`src/rtl/cust1_job_engine.sv`:
```
// cust1_job_engine: command-driven job slot engine.
// Commands are accepted only while the control FSM is idle. Most ops answer on
// the cycle after acceptance; WAIT and FENCE may park the FSM until the
// relevant job(s) leave RUNNING, then answer one cycle later.
module cust1_job_engine #(
  parameter int XLEN       = 32,
  parameter int NUM_SLOTS  = 4,
  parameter int NUM_CFG    = 4,
  parameter int JOB_LAT    = 8,
  parameter int HART_ID_W  = 1,
  parameter int REG_ADDR_W = 5
) (
  input  logic                  clk,
  input  logic                  rst_n,
  input  logic                  cmd_valid,
  output logic                  cmd_ready,
  input  logic [2:0]            cmd_op,
  input  logic [XLEN-1:0]       cmd_rs1,
  input  logic [XLEN-1:0]       cmd_rs2,
  input  logic [HART_ID_W-1:0]  cmd_hart_id,
  input  logic [REG_ADDR_W-1:0] cmd_rd,
  output logic                  rsp_valid,
  output logic [XLEN-1:0]       rsp_data,
  output logic [HART_ID_W-1:0]  rsp_hart_id,
  output logic [REG_ADDR_W-1:0] rsp_rd,
  output logic                  busy
);

  localparam int SLOT_W = (NUM_SLOTS > 1) ? $clog2(NUM_SLOTS) : 1;
  localparam int CFG_W  = (NUM_CFG > 1) ? $clog2(NUM_CFG) : 1;
  localparam int CNT_W  = $clog2(JOB_LAT + 1);

  localparam logic [2:0] OP_START  = 3'd0;
  localparam logic [2:0] OP_POLL   = 3'd1;
  localparam logic [2:0] OP_WAIT   = 3'd2;
  localparam logic [2:0] OP_GETERR = 3'd3;
  localparam logic [2:0] OP_SETCFG = 3'd4;
  localparam logic [2:0] OP_GETCFG = 3'd5;
  localparam logic [2:0] OP_FENCE  = 3'd6;

  localparam logic [1:0] ST_IDLE    = 2'd0;
  localparam logic [1:0] ST_RUNNING = 2'd1;
  localparam logic [1:0] ST_DONE    = 2'd2;
  localparam logic [1:0] ST_ERROR   = 2'd3;

  typedef enum logic [1:0] {FSM_IDLE, FSM_WAIT_JOB, FSM_WAIT_ALL} fsm_t;

  fsm_t                  state_reg, state_next;
  logic [1:0]            status_reg [NUM_SLOTS];
  logic [CNT_W-1:0]      cnt_reg    [NUM_SLOTS];
  logic                  err_reg    [NUM_SLOTS];
  logic [XLEN-1:0]       cfg_reg    [NUM_CFG];
  logic [SLOT_W-1:0]     wait_idx_reg;
  logic [HART_ID_W-1:0]  tag_hart_reg;
  logic [REG_ADDR_W-1:0] tag_rd_reg;

  logic                  accept;
  logic                  slot_id_ok;
  logic [SLOT_W-1:0]     slot_sel;
  logic [1:0]            sel_status;
  logic [1:0]            wait_status;
  logic                  cfg_ok;
  logic [CFG_W-1:0]      cfg_sel;
  logic [NUM_SLOTS-1:0]  running_vec;
  logic                  any_running;
  logic                  alloc_found;
  logic [SLOT_W-1:0]     alloc_idx;
  logic                  start_go;
  logic                  cfg_we;
  logic                  rsp_load;
  logic [XLEN-1:0]       rsp_data_next;

  assign accept      = cmd_valid && cmd_ready;
  assign cmd_ready   = (state_reg == FSM_IDLE);
  assign slot_id_ok  = (cmd_rs1 != '0) && (cmd_rs1 <= XLEN'(NUM_SLOTS));
  assign slot_sel    = SLOT_W'(cmd_rs1 - XLEN'(1));
  assign sel_status  = status_reg[slot_sel];
  assign wait_status = status_reg[wait_idx_reg];
  assign cfg_ok      = (cmd_rs1 < XLEN'(NUM_CFG));
  assign cfg_sel     = CFG_W'(cmd_rs1);
  assign any_running = |running_vec;
  assign start_go    = accept && (cmd_op == OP_START) && alloc_found;
  assign cfg_we      = accept && (cmd_op == OP_SETCFG) && cfg_ok;
  assign busy        = any_running || (state_reg != FSM_IDLE);

  genvar gi;
  generate
    for (gi = 0; gi < NUM_SLOTS; gi++) begin : g_running
      assign running_vec[gi] = (status_reg[gi] == ST_RUNNING);
    end
  endgenerate

  // Lowest-index slot that is not RUNNING (IDLE, DONE and ERROR are reusable).
  always_comb begin
    alloc_found = 1'b0;
    alloc_idx   = '0;
    for (int i = NUM_SLOTS - 1; i >= 0; i--) begin
      if (!running_vec[i]) begin
        alloc_found = 1'b1;
        alloc_idx   = SLOT_W'(i);
      end
    end
  end

  // Per-slot job state: launch on START, count down while RUNNING, then DONE.
  always_ff @(posedge clk) begin
    if (!rst_n) begin
      for (int i = 0; i < NUM_SLOTS; i++) begin
        status_reg[i] <= ST_IDLE;
        cnt_reg[i]    <= '0;
        err_reg[i]    <= 1'b0;
      end
    end else begin
      for (int i = 0; i < NUM_SLOTS; i++) begin
        if (start_go && (alloc_idx == SLOT_W'(i))) begin
          if (cmd_rs1 == '0) begin
            status_reg[i] <= ST_ERROR;
            cnt_reg[i]    <= '0;
            err_reg[i]    <= 1'b1;
          end else begin
            status_reg[i] <= ST_RUNNING;
            cnt_reg[i]    <= CNT_W'(JOB_LAT);
            err_reg[i]    <= 1'b0;
          end
        end else if (running_vec[i]) begin
          if (cnt_reg[i] <= CNT_W'(1)) begin
            status_reg[i] <= ST_DONE;
            cnt_reg[i]    <= '0;
            err_reg[i]    <= 1'b0;
          end else begin
            cnt_reg[i] <= cnt_reg[i] - CNT_W'(1);
          end
        end
      end
    end
  end

  // Config register file; a write is visible to a GETCFG on the next cycle.
  always_ff @(posedge clk) begin
    if (!rst_n) begin
      for (int i = 0; i < NUM_CFG; i++) cfg_reg[i] <= '0;
    end else if (cfg_we) begin
      cfg_reg[cfg_sel] <= cmd_rs2;
    end
  end

  // FSM state register.
  always_ff @(posedge clk) begin
    if (!rst_n) state_reg <= FSM_IDLE;
    else        state_reg <= state_next;
  end

  // FSM next-state: park on WAIT of a running job or FENCE with jobs in flight.
  always_comb begin
    state_next = state_reg;
    case (state_reg)
      FSM_IDLE: begin
        if (accept && (cmd_op == OP_WAIT) && slot_id_ok && (sel_status == ST_RUNNING))
          state_next = FSM_WAIT_JOB;
        else if (accept && (cmd_op == OP_FENCE) && any_running)
          state_next = FSM_WAIT_ALL;
      end
      FSM_WAIT_JOB: if (wait_status != ST_RUNNING) state_next = FSM_IDLE;
      FSM_WAIT_ALL: if (!any_running) state_next = FSM_IDLE;
      default:      state_next = FSM_IDLE;
    endcase
  end

  // FSM outputs: decide whether a response fires this edge and its payload.
  always_comb begin
    rsp_load      = 1'b0;
    rsp_data_next = '0;
    case (state_reg)
      FSM_IDLE: begin
        if (accept) begin
          rsp_load = 1'b1;
          case (cmd_op)
            OP_START:  rsp_data_next = alloc_found ? (XLEN'(alloc_idx) + XLEN'(1)) : '0;
            OP_POLL:   rsp_data_next = slot_id_ok ? XLEN'(sel_status) : '0;
            OP_WAIT: begin
              if (slot_id_ok && (sel_status == ST_RUNNING)) rsp_load = 1'b0;
              rsp_data_next = slot_id_ok ? XLEN'(sel_status) : '0;
            end
            OP_GETERR: rsp_data_next = slot_id_ok ? XLEN'(err_reg[slot_sel]) : XLEN'(2);
            OP_SETCFG: rsp_data_next = cfg_ok ? '0 : XLEN'(1);
            OP_GETCFG: rsp_data_next = cfg_ok ? cfg_reg[cfg_sel] : '0;
            OP_FENCE:  rsp_load = !any_running;
            default:   rsp_data_next = '1;
          endcase
        end
      end
      FSM_WAIT_JOB: begin
        rsp_load      = (wait_status != ST_RUNNING);
        rsp_data_next = XLEN'(wait_status);
      end
      FSM_WAIT_ALL: rsp_load = !any_running;
      default: ;
    endcase
  end

  // Capture tags and wait target at acceptance for deferred responses.
  always_ff @(posedge clk) begin
    if (!rst_n) begin
      wait_idx_reg <= '0;
      tag_hart_reg <= '0;
      tag_rd_reg   <= '0;
    end else if (accept) begin
      wait_idx_reg <= slot_sel;
      tag_hart_reg <= cmd_hart_id;
      tag_rd_reg   <= cmd_rd;
    end
  end

  // Response register: one-cycle valid pulse, payload and tags held between pulses.
  always_ff @(posedge clk) begin
    if (!rst_n) begin
      rsp_valid   <= 1'b0;
      rsp_data    <= '0;
      rsp_hart_id <= '0;
      rsp_rd      <= '0;
    end else begin
      rsp_valid <= rsp_load;
      if (rsp_load) begin
        rsp_data    <= rsp_data_next;
        rsp_hart_id <= (state_reg == FSM_IDLE) ? cmd_hart_id : tag_hart_reg;
        rsp_rd      <= (state_reg == FSM_IDLE) ? cmd_rd : tag_rd_reg;
      end
    end
  end

endmodule
```
`config.mk`:
```
export PLATFORM = sky130hd
export DESIGN_NAME = cust1_job_engine
export DESIGN_NICKNAME = d
export VERILOG_FILES = /design/src/rtl/cust1_job_engine.sv
export SDC_FILE = /design/constraint.sdc
export NUM_CORES = 1
export LEC_CHECK = 0
export CORE_MARGIN = 1
export CORE_UTILIZATION = 35
export DETAILED_ROUTE_END_ITERATION = 8
export PLACE_DENSITY = 0.53
export SYNTH_ARGS = -nofsm -noshare
export SYNTH_HDL_FRONTEND = slang
export SYNTH_SLANG_ARGS = --single-unit
```
`constraint.sdc`:
```
create_clock -name clk -period 6.7 [get_ports clk]
set_input_delay 1.34 -clock clk [delete_from_list [all_inputs] [get_ports clk]]
set_output_delay 1.34 -clock clk [all_outputs]
set_load 0.005 [all_outputs]
```
Word level (Yosys, flattened, before mapping)
Memory sizes are Yosys's and may differ from the RTL's. A register that Yosys moved wholly into a read port is not among the register bits.
Index checks and enable logic that the tools add are counted.
{"block": "word_totals", "memories": 4, "regBits": 49, "ram_bits": 156}
{"name": "cfg_reg", "words": 4, "width": 32, "read_ports": 1, "rd_clocked_by_memory_dff": 0, "write_ports": 4, "line": "52", "text": "logic [XLEN-1:0] cfg_reg [NUM_CFG];"}
{"name": "cnt_reg", "words": 4, "width": 4, "read_ports": 4, "rd_clocked_by_memory_dff": 0, "write_ports": 4, "line": "50", "text": "logic [CNT_W-1:0] cnt_reg [NUM_SLOTS];"}
{"name": "status_reg", "words": 4, "width": 2, "read_ports": 6, "rd_clocked_by_memory_dff": 1, "write_ports": 4, "line": "49", "text": "logic [1:0] status_reg [NUM_SLOTS];"}
{"name": "err_reg", "words": 4, "width": 1, "read_ports": 1, "rd_clocked_by_memory_dff": 0, "write_ports": 4, "line": "51", "text": "logic err_reg [NUM_SLOTS];"}
{"block": "classes", "n_eq_ne": 20, "n_addsub": 6, "muxes": 142, "bitwise": 40, "n_reduce_logical": 28, "order_cmp": 6}
{"cell": "32-bit case mux with 6 select lines", "n": 1}
{"cell": "32-bit two-way mux", "n": 3}
{"cell": "1-bit two-way mux", "n": 91}
{"cell": "4-bit two-way mux", "n": 16}
{"cell": "32-bit case mux with 2 select lines", "n": 1}
{"cell": "2-bit two-way mux", "n": 25}
{"cell": "1-bit OR", "n": 40}
{"cell": "32-bit by 3-bit less-or-equal comparator with 1-bit output, second input constant", "n": 1}
{"cell": "32-bit zero test", "n": 1}
{"cell": "32-bit by 3-bit less-than comparator with 1-bit output, second input constant", "n": 1}
{"cell": "32-bit nonzero test", "n": 1}
{"cell": "32-bit OR reduction", "n": 1}
{"cell": "4-bit by 1-bit less-or-equal comparator with 1-bit output, second input constant", "n": 4}
{"cell": "1-bit logical AND", "n": 16}
{"cell": "4-bit by 1-bit subtractor with 4-bit output, second input constant", "n": 4}
{"cell": "2-bit by 1-bit == test with 1-bit output, second input constant", "n": 7}
{"cell": "3-bit == test, second input constant", "n": 3}
{"cell": "2-bit == test, second input constant", "n": 3}
{"cell": "3-bit by 2-bit == test with 1-bit output, second input constant", "n": 2}
{"cell": "2-bit case mux with 3 select lines", "n": 1}
{"cell": "5-bit two-way mux", "n": 1}
{"cell": "2-bit zero test", "n": 2}
{"cell": "2-bit != test, second input constant", "n": 2}
{"cell": "4-bit OR reduction", "n": 1}
{"cell": "other kinds (14)", "n": 14}

Logic depth before layout (Yosys ltp)
{"block": "depth", "word_depth": 14, "mapped_depth": 13}

Worst setup path after synthesis
No wires, ideal clock.
{"block": "synth_path", "path_kind": "input-to-reg", "start": "input cmd_rs1[14]", "end": "memory cfg_reg[2][0], enable pin", "setup_time_ns": 0.394, "cell_stages": 7, "path_buffers": 1, "slack_ns": 2.799, "t_required_ns": 6.306, "t_arrival_ns": 3.507, "path_cell_list": "nor4_1 -> nand4_1 -> nor3b_1 -> and3_1 -> buf_2 -> and3_1 -> nand2b_1"}
{"item": "start: declaration", "line": "18", "text": "input logic [XLEN-1:0] cmd_rs1,"}
{"item": "end: declaration", "line": "52"}

==> run summary <==
- completed — status
- 1 — maximum level of the CTS H-tree
- 23.1 mm — Post-Route WL
- 13.0 sq um — mean cell area of the mapped netlist
- 253 nW/um^2 — Cell Pwr Density
- 0 — post-route ant nets
- register — endpoint type of the worst setup path
- 5.20 — Vias per Instance
- 3 — clock tree buffer depth
- 0 — final setup violation count
- 824 — nets in the synthesized netlist
- 930 — count of nets after finishing
- sky130_fd_sc_hd__edfxtp_1 — predominant post-synthesis flop cell
- 6419 — via count of the first global-routing pass
- 224 MHz — achievable frequency
- done — CTS tree
- 207 — number of clock sinks
- 5 — DR pass1 iterations
- 27900 sq um — area enclosed by the die boundary
- 0.361 — initial cell density of the core
- 4460 ps — Final Critical Period
- 6840 ps — Data required, critical path
- 116 — number of port buffers
- 145 uV — IR Drop Worst-Case VDD
- 0.084 — portion of total power attributed to combinational logic
- 2.96 mW — sum of internal, switching and leakage power
- 0 — antenna violations before repair
- 0 — Post-CTS Setup Inserts
- 9520 sq um — post-synthesis cell area
- 345 — initial drt markers
- 0 ps — Final TNS setup
- 19.3 um — routed wire length per instance
- 4.24 nW — leakage power summed over all cells
- in2reg — Worst Path Class, Setup
- 0.427 — clock network power share
- primary input — sort of element at the start of the critical path
- 117 — I/O pin total
- 128 — Largest register FFs
- 0 — DRC violation count after routing
- 0 — Slew Limit Fails
- 14.7 mm — half-perimeter wire length after detailed placement
- 520 ps — clock latency on the worst-skew pair
- 4600 ps — crit path DAT
- 36.3 mm — first-pass GRT wire length
- 1100 ps — slew at the pin closest to its max-slew limit
- 0 — total of hold buffers inserted after clock tree synthesis
- 167 um — Vert. Die Dim
- reg2reg — worst min-delay path category
- 0.666 — share of the clock period used by the worst path
- 167 um — Horiz. Die Dim
- 77 — maximum number of pins on one net before global-route repair
- 0.596 — sequential share of the synthesized area
- 23.1% — area growth from synthesis to layout
- 0 — final hold violations
- 0.444 — utilization after layout
- 59 — number of core rows
- 25 — cts bufs inserted
- 0.224 — net switching fraction of the power
- 9.10 ps — Worst Clk Skew
- 0.168 — overall fraction of global-route tracks in use
- 0.489 — sequential group share of total power
- 207 — synthesized flop and latch total
- 0 — antenna fix cells
- 50 ps — Clk pin slew, worst setup/hold paths
- 0 — Warnings, synthesis
- 0.266 — max-slew headroom at the worst pin
- 0 — ys async rst share
- 0 — number of maximum-capacitance constraint violations
- 0 — CTS resizes
- 735 — Mapped Cells
- 6214 — Vias
- 0 — Remaining Overflow, GRT
- 153 — EDFF count, synth
- sky130_fd_sc_hd__clkbuf_16 — clock tree root buffer cell
- 2.30 mW — cell-internal power
- 49 — count of unique library cells instantiated by Yosys
- 32 — CP max FO
- 0.812 — final RePlAce weighted congestion
- 0.663 mW — switching power
- no — setup repair after global routing missed its margin
- 26400 sq um — Core Footprint
- 0.115 — share of final-layout standard cells stronger than drive strength 1
[metal layers]
metal / part of all wire / GRT usage / vias to the layer above
met3: 0.055 / 0.0316 / 29
met1: 0.45 / 0.220 / 3096
li1: - / - / 2915
met5: 0 / 0 / -
met2: 0.48 / 0.287 / 174
met4: 0.013 / 0.0431 / 0
[critical path, stage by stage]
cell                              delay (ps)
sky130_fd_sc_hd__clkdlybuf4s50_1         400
sky130_fd_sc_hd__nor4_1                  290
sky130_fd_sc_hd__nand4_1                 310
sky130_fd_sc_hd__nor3b_1                 440
sky130_fd_sc_hd__and3_1                  430
sky130_fd_sc_hd__buf_4                   370
sky130_fd_sc_hd__and3_1                  210
sky130_fd_sc_hd__nand2b_2                770
[per-stage QoR]
step	hold slack, ps	instance area (sq um)	worst slack (ps)	cells
after detailed placement	451	10900	1640	1149
final	454	11700	2240	1195
after CTS	457	11700	2170	1195
after global placement	446	10900	1620	1149
after global routing	479	11700	1990	1195
after floorplan	426	9520	2800	735
[cells in the final DEF (no fill, tap or decap), types with 3 or more instances in the layout]
master                              n
sky130_fd_sc_hd__nand4_1            5
sky130_fd_sc_hd__clkinv_1           3
sky130_fd_sc_hd__ha_1              13
sky130_fd_sc_hd__o21ai_0           10
sky130_fd_sc_hd__nor2_1            27
sky130_fd_sc_hd__edfxtp_1         153
sky130_fd_sc_hd__a21boi_0          10
sky130_fd_sc_hd__nor2b_1           40
sky130_fd_sc_hd__clkbuf_1           7
sky130_fd_sc_hd__dfxtp_1           54
sky130_fd_sc_hd__o22ai_1            3
sky130_fd_sc_hd__a21oi_1            5
sky130_fd_sc_hd__buf_4             10
sky130_fd_sc_hd__xnor2_1            9
sky130_fd_sc_hd__nand2_1           46
sky130_fd_sc_hd__nand2b_2           3
sky130_fd_sc_hd__nand3_1           23
sky130_fd_sc_hd__a21o_1             6
sky130_fd_sc_hd__inv_1             16
sky130_fd_sc_hd__mux4_2            37
sky130_fd_sc_hd__nand2b_1           6
sky130_fd_sc_hd__and2_1           129
sky130_fd_sc_hd__buf_2              3
sky130_fd_sc_hd__nor4_1             9
sky130_fd_sc_hd__clkbuf_16         25
sky130_fd_sc_hd__clkdlybuf4s50_1  113
sky130_fd_sc_hd__o211a_1            3
sky130_fd_sc_hd__a221oi_1          31
sky130_fd_sc_hd__nor3_1            11
sky130_fd_sc_hd__a21boi_1           8
sky130_fd_sc_hd__clkinv_2           6
sky130_fd_sc_hd__and3_1             7
[cell usage after synthesis (2+ instances only)]
| master | instances | share of area |
|---|---|---|
| sky130_fd_sc_hd__nand3_1 | 23 | 0.012 |
| sky130_fd_sc_hd__mux4_2 | 37 | 0.088 |
| sky130_fd_sc_hd__xnor2_1 | 9 | 0.0083 |
| sky130_fd_sc_hd__buf_6 | 3 | 0.0035 |
| sky130_fd_sc_hd__a21boi_1 | 8 | 0.0063 |
| sky130_fd_sc_hd__nand4_1 | 5 | 0.0033 |
| sky130_fd_sc_hd__clkbuf_1 | 24 | 0.0095 |
| sky130_fd_sc_hd__nor2b_1 | 40 | 0.026 |
| sky130_fd_sc_hd__a21boi_0 | 10 | 0.0079 |
| sky130_fd_sc_hd__edfxtp_1 | 153 | 0.48 |
| sky130_fd_sc_hd__and2_1 | 129 | 0.085 |
| sky130_fd_sc_hd__inv_1 | 16 | 0.0063 |
| sky130_fd_sc_hd__nor4_1 | 9 | 0.0059 |
| sky130_fd_sc_hd__nand2b_1 | 9 | 0.0059 |
| sky130_fd_sc_hd__nor2_1 | 28 | 0.011 |
| sky130_fd_sc_hd__ha_1 | 13 | 0.017 |
| sky130_fd_sc_hd__o2bb2ai_1 | 2 | 0.0018 |
| sky130_fd_sc_hd__o211a_1 | 3 | 0.0032 |
| sky130_fd_sc_hd__a21o_1 | 6 | 0.0047 |
| sky130_fd_sc_hd__o22ai_1 | 3 | 0.0020 |
| sky130_fd_sc_hd__o31ai_1 | 2 | 0.0016 |
| sky130_fd_sc_hd__dfxtp_1 | 54 | 0.11 |
| sky130_fd_sc_hd__nor3_1 | 11 | 0.0058 |
| sky130_fd_sc_hd__a21oi_1 | 5 | 0.0026 |
| sky130_fd_sc_hd__nand2_1 | 47 | 0.019 |
| sky130_fd_sc_hd__and3_1 | 7 | 0.0046 |
| sky130_fd_sc_hd__buf_4 | 2 | 0.0016 |
| sky130_fd_sc_hd__a221oi_1 | 31 | 0.029 |
| sky130_fd_sc_hd__clkbuf_2 | 9 | 0.0047 |
| sky130_fd_sc_hd__o21ai_0 | 10 | 0.0053 |
| sky130_fd_sc_hd__buf_2 | 9 | 0.0047 |
[path summary, 6_finish.rpt]
| check | start | to | slack (ps) | depth (start not counted) |
|---|---|---|---|---|
| worst max-delay path | cmd_rs1[16] | cfg_reg[0][10] | 2240 | 8 |
| worst min-delay path | rsp_rd[3] | rsp_rd[3] | 450 | 2 |
| worst max register to register | state_reg[0] | cfg_reg[0][10] | 3260 | 7 |
| worst min register to register | rsp_rd[3] | rsp_rd[3] | 450 | 2 |
[cell families after synthesis]
family                     count (synthesis)  share of synthesized area
AOI/OAI and AO/OA                         87                     0.0701
adders and majority gates                 13                     0.0171
DFF                                      207                      0.596
muxes                                     39                     0.0898
buffers and inverters                     63                     0.0304
xor gates and xnor gates                   9                    0.00828
and+or+nand+nor                          317                      0.188
[power by group through the flow]
stage	clock (mW)	combinational (mW)	sequential, mW
after floorplan	0	0.140	1.47
after global placement	0	0.247	1.47
after detailed placement	0	0.251	1.48
after CTS	1.30	0.253	1.45
after global routing	1.35	0.272	1.46
final	1.27	0.248	1.45
[cell type report]
type	instances	area (sq um)
Clock buffer	34	679
Inverter	16	60.1
Multi-Input combinational cell	465	3570
Sequential cell	207	5680
Timing Repair Buffer	126	1220
Fill cell	2417	14600
Clock inverter	12	91.3
Tap cell	335	419
Note: power is estimated with default switching activity, not from simulation.
==> RTL edit 1, RTL diff (config.mk and constraints unchanged) <==
Re-encode `fsm_t` (3 states) as one-hot, 3 bits wide.
--- a/src/rtl/cust1_job_engine.sv
+++ b/src/rtl/cust1_job_engine.sv
@@ -44,5 +44,5 @@
   localparam logic [1:0] ST_ERROR   = 2'd3;
 
-  typedef enum logic [1:0] {FSM_IDLE, FSM_WAIT_JOB, FSM_WAIT_ALL} fsm_t;
+  typedef enum logic [2:0] {FSM_IDLE = 3'b001, FSM_WAIT_JOB = 3'b010, FSM_WAIT_ALL = 3'b100} fsm_t;
 
   fsm_t                  state_reg, state_next;
Formal check against the unedited RTL: same outputs for any inputs over 4 cycles, from zero or initial values and one cycle with rst_n low; so few cycles prove little.
==> RTL edit 1 against the unedited design <==
Setup slack worse by 120 ps. Critical endpoint is now cfg_reg[1][23]. Highest routed layer unchanged. Synthesized area is 1.1% higher. Sequential cell count up 1. Cell area rose by 1.4%. First-iteration DRC count fell by 18%. Power grew 3.9%. Via count is 0.48% lower. Core utilization fell by 0.37 points. Cell count decreased by 0.17%. Worst hold slack improved by 1.2 ps. Non-clock buffer count grew 1. Register-to-register slack improved by 240 ps. Routed wire length decreased by 1.2%. Global-route usage shrank 0.33 points.
==> RTL edit 1: results (changes against the unedited design) <==
- Grt met1 use: 21.10% (was 21.95%)
- Clock share of power: 43.4% (was 42.7%)
- Commonest cells post-synth: 153 x edfxtp_1, 131 x and2_1, 55 x dfxtp_1 (was 153 x edfxtp_1, 129 x and2_1, 54 x dfxtp_1)
- Vias in the first global route: 6487 (was 6419)
- Synth Net Count: 812 (was 824)
- Critical-path top delay cell: and3_1 (was nand2b_2)
- DR WL met3: 1192 um (was 1282 um)
- Internal Power: 0.002418 W (was 0.002300 W)
- Clock skew: 12.68 ps (was 9.097 ps)
- Port buffer count: 116 (unchanged)
- Crit path arrival time: 4710 ps (was 4600 ps)
- Largest net degree at the start of global routing: 47 (was 77)
- Router iterations before antenna repair: 4 (was 5)
- Layout cells sized above 1: 11.85% (was 11.51%)
- First-pass GRT wire length: 36190 um (was 36340 um)
- Initial DRC Count: 283 (was 345)
- Gr usage total: 16.51% (was 16.84%)
- GR Util met2: 29.29% (was 28.71%)
- Met3 usage: 2.562% (was 3.161%)
- LEAKAGE: 4.390 nW (was 4.240 nW)
- DP HPWL: 14550 um (was 14650 um)
- Max IR drop VDD: 0.1598 mV (was 0.1455 mV)
- Number of synthesized flops with an enable pin: 153 (unchanged)
- Actual slew at the worst max-slew pin: 953.9 ps (was 1100 ps)
- Synth warn: 0 (unchanged)
- Met2 routed WL: 11340 um (was 11200 um)
- Via-to-Cell Ratio: 5.184 (was 5.200)
- Synth cell types: 51 (was 49)
- Register area share after synthesis: 59.19% (was 59.62%)
- Main area contributors after synthesis: edfxtp_1 48%, dfxtp_1 11%, mux4_2 8.7% (was edfxtp_1 48%, dfxtp_1 11%, mux4_2 8.8%)
- M1 wire length: 9921 um (was 10310 um)
- Final net count: 922 (was 930)
- Outcome: finished clean (unchanged)
- DR WL/cell: 19.14 um (was 19.34 um)
- Final RePlAce weighted congestion: 0.8485 (was 0.8118)
- Crit-path max cell delay: 810 ps (was 770 ps)
-- RTL edit 1: kinds of logic after synthesis --
| family | count (synthesis) | share of synthesized area (%) |
|---|---|---|
| AO/OA/AOI/OAI | 88 | 7.905 |
| flip-flops | 208 | 59.19 |
| multiplexers | 44 | 9.388 |
| buffers and inverters | 71 | 3.446 |
| adder cells (fa/ha/maj) | 13 | 1.690 |
| AND/OR/NAND/NOR | 290 | 17.57 |
| XOR/XNOR | 9 | 0.8192 |
-- RTL edit 1: worst register-to-register path: cells and delay by family, from the launching register on --
family        cells  cell delay [ps]
flops             1              370
buf+inv           1              100
simple gates      5             2310
-- RTL edit 1: area by class of cell --
type	count	area, um^2
repair buffers	127	1229
clock buffers	31	648.1
well taps	341	426.7
multi-input cells	444	3611
fillers	2473	15070
inverters	27	101.3
flip-flops and latches	208	5695
clock inverters	15	168.9
-- RTL edit 1: through the flow --
step / cells / total power [W] / worst slack, ps / util, % / cell area [um^2]
floorplan: 723 / 0.001637 / 2759 / - / 9623
global placement: 1147 / 0.001765 / 1631 / 41.05 / 11060
detailed placement: 1147 / 0.001773 / 1572 / 41.05 / 11060
CTS: 1193 / 0.003122 / 2092 / 44.08 / 11880
global route: 1193 / 0.003195 / 1867 / 44.08 / 11880
finish: 1193 / 0.003078 / 2115 / 44.08 / 11880
-- RTL edit 1: final timing paths --
path / endpoint / cells past startpoint / slack [ps] / from
hold reg to reg: tag_rd_reg[0] / 2 / 460 / tag_rd_reg[0]
setup / recovery: cfg_reg[1][23] / 7 / 2120 / cmd_rs1[14]
setup reg to reg: cfg_reg[1][23] / 6 / 3500 / state_reg[1]
hold / removal: tag_rd_reg[0] / 2 / 460 / tag_rd_reg[0]
==> RTL edit 2, RTL diff (same flow settings) <==
Without the edit above. The parameter `REG_ADDR_W` goes from 5 to 6.
--- a/src/rtl/cust1_job_engine.sv
+++ b/src/rtl/cust1_job_engine.sv
@@ -9,5 +9,5 @@
   parameter int JOB_LAT    = 8,
   parameter int HART_ID_W  = 1,
-  parameter int REG_ADDR_W = 5
+  parameter int REG_ADDR_W = 6
 ) (
   input  logic                  clk,
Interface: changed (resized cmd_rd and rsp_rd); port bits go from 117 to 119. No check against the original RTL was run, so the function may have changed too.
==> RTL edit 2 against the unedited design <==
Routed wire length is 2.7% lower. Synthesized area is 1.0% higher. Global-route usage fell by 0.67 points. First-iteration DRC count is 2.9% lower. Setup slack worse by 160 ps. Power up 2.4%. Sequential cell count is 2 higher. Cell area increased by 0.81%. Critical path type unchanged. Largest power group unchanged.
==> RTL edit 2: results (changes against the unedited design) <==
- Initial DRC Count: 335 (was 345)
- Filler cells: 2509 (was 2417)
- DP HPWL: 14650 um (about the same)
- Cell Area, Placed: 11030 um^2 (was 10940 um^2)
- Layout cells sized above 1: 12.54% (was 11.51%)
- Max IR drop VDD: 0.1288 mV (was 0.1455 mV)
- Register area share after synthesis: 59.43% (was 59.62%)
- First-pass GRT wire length: 35470 um (was 36340 um)
- Final RePlAce weighted congestion: 0.8020 (was 0.8118)
- Commonest cells post-synth: 153 x edfxtp_1, 131 x and2_1, 72 x nand2_1 (was 153 x edfxtp_1, 129 x and2_1, 54 x dfxtp_1)
- Synth cell types: 54 (was 49)
- CTS buffer count: 24 (was 25)
- H-Tree Depth: 1 (unchanged)
- Clock skew: 13.14 ps (was 9.097 ps)
- Asr flop ratio synth: 0% (unchanged)
- Vias in the first global route: 6295 (was 6419)
- Crit-path max cell delay: 670 ps (was 770 ps)
- Gr usage total: 16.17% (was 16.84%)
- Dpl ws: 1485 ps (was 1639 ps)
- Worst-path fanout max: 35 (was 32)
- Largest net degree at the start of global routing: 49 (was 77)
- Router iterations before antenna repair: 6 (was 5)
- Relative slew slack: 48.21% (was 26.65%)
- Post CTS Setup Buffer Count: 0 (unchanged)
- Longest Clk Path Bufs: 3 (unchanged)
- DR WL/cell: 18.23 um (was 19.34 um)
- Crit path arrival time: 4810 ps (was 4600 ps)
- Critical-path top delay cell: nand2b_1 (was nand2b_2)
- Main area contributors after synthesis: edfxtp_1 48%, dfxtp_1 12%, mux4_2 8.7% (was edfxtp_1 48%, dfxtp_1 11%, mux4_2 8.8%)
- DR vias: 6135 (was 6214)
- Post-cts sizing count: 0 (unchanged)
- Switching Share: 22.64% (was 22.38%)
- Final net count: 965 (was 930)
- Clk_lat worst skew: 520 ps (about the same)
- Clock root cell: clkbuf_16 (unchanged)
- Outcome: finished clean (unchanged)
- Synth Net Count: 852 (was 824)
- Antenna Cells: 0 (unchanged)
- Max reg flops: 128 (unchanged)
- Port buffer count: 118 (was 116)
- LEAKAGE: 4.290 nW (was 4.240 nW)
[RTL edit 2: path summary, 6_finish.rpt]
check                        to          start  slack (ps)  cells past startpoint
setup / recovery  cfg_reg[2][2]    cmd_rs1[10]        2080                      9
hold / removal    tag_rd_reg[2]  tag_rd_reg[2]         450                      2
setup reg to reg  cfg_reg[2][2]   state_reg[1]        2980                      7
hold reg to reg   tag_rd_reg[2]  tag_rd_reg[2]         450                      2
[RTL edit 2: metal layers]
layer | wire length, um | track usage [%] | part of all wire [%]
met1 | 10300 | 21.17 | 46
met2 | 10600 | 27.30 | 47
met3 | 1218 | 3.143 | 5.4
met4 | 377 | 4.348 | 1.7
met5 | 0 | 0 | 0
[RTL edit 2: logic make-up (layout without fill, tap and decap cells)]
| kind of cell | count (synthesis) | after routing | share of synthesized area (%) |
|---|---|---|---|
| adder cells (fa/ha/maj) | 13 | 13 | 1.691 |
| AND/OR/NAND/NOR | 311 | 311 | 17.79 |
| XOR/XNOR | 9 | 9 | 0.8197 |
| multiplexers | 38 | 38 | 8.782 |
| AO/OA/AOI/OAI | 120 | 120 | 7.807 |
| flip-flops | 209 | 209 | 59.43 |
| buffers and inverters | 62 | 193 | 3.682 |
[RTL edit 2: cell type report]
type	count	area [um^2]	share of cell area, %
timing repair buffer	131	1264	10.70
multi-input combinational	491	3556	30.11
tap	341	426.7	3.613
sequential	209	5715	48.40
clock buffer	31	646.9	5.478
inverter	18	67.56	0.5722
clock inverter	13	132.6	1.123
[RTL edit 2: power groups by stage]
| stage | Sequential (W) | Combinational, W | Clock, W |
|---|---|---|---|
| after detailed placement | 0.00150 | 0.000282 | 0 |
| after CTS | 0.00147 | 0.000284 | 0.00132 |
| after global placement | 0.00150 | 0.000281 | 0 |
| final | 0.00147 | 0.000278 | 0.00128 |
| after global routing | 0.00148 | 0.000304 | 0.00137 |
| after floorplan | 0.00149 | 0.000146 | 0 |
[RTL edit 2: critical path, delay by kind of cell]
kind | cells | cell delay [ps]
simple gates | 6 | 2260
buf+inv | 3 | 1170
[RTL edit 2: metrics by stage]
step / instances / utilization, % / power, W
2_1_floorplan: 762 / - / 0.001638
3_3_place_gp: 1190 / 40.92 / 0.001780
3_5_place_dp: 1190 / 40.92 / 0.001781
4_1_cts: 1234 / 43.82 / 0.003074
5_1_grt: 1234 / 43.82 / 0.003148
6_report: 1234 / 43.82 / 0.003033
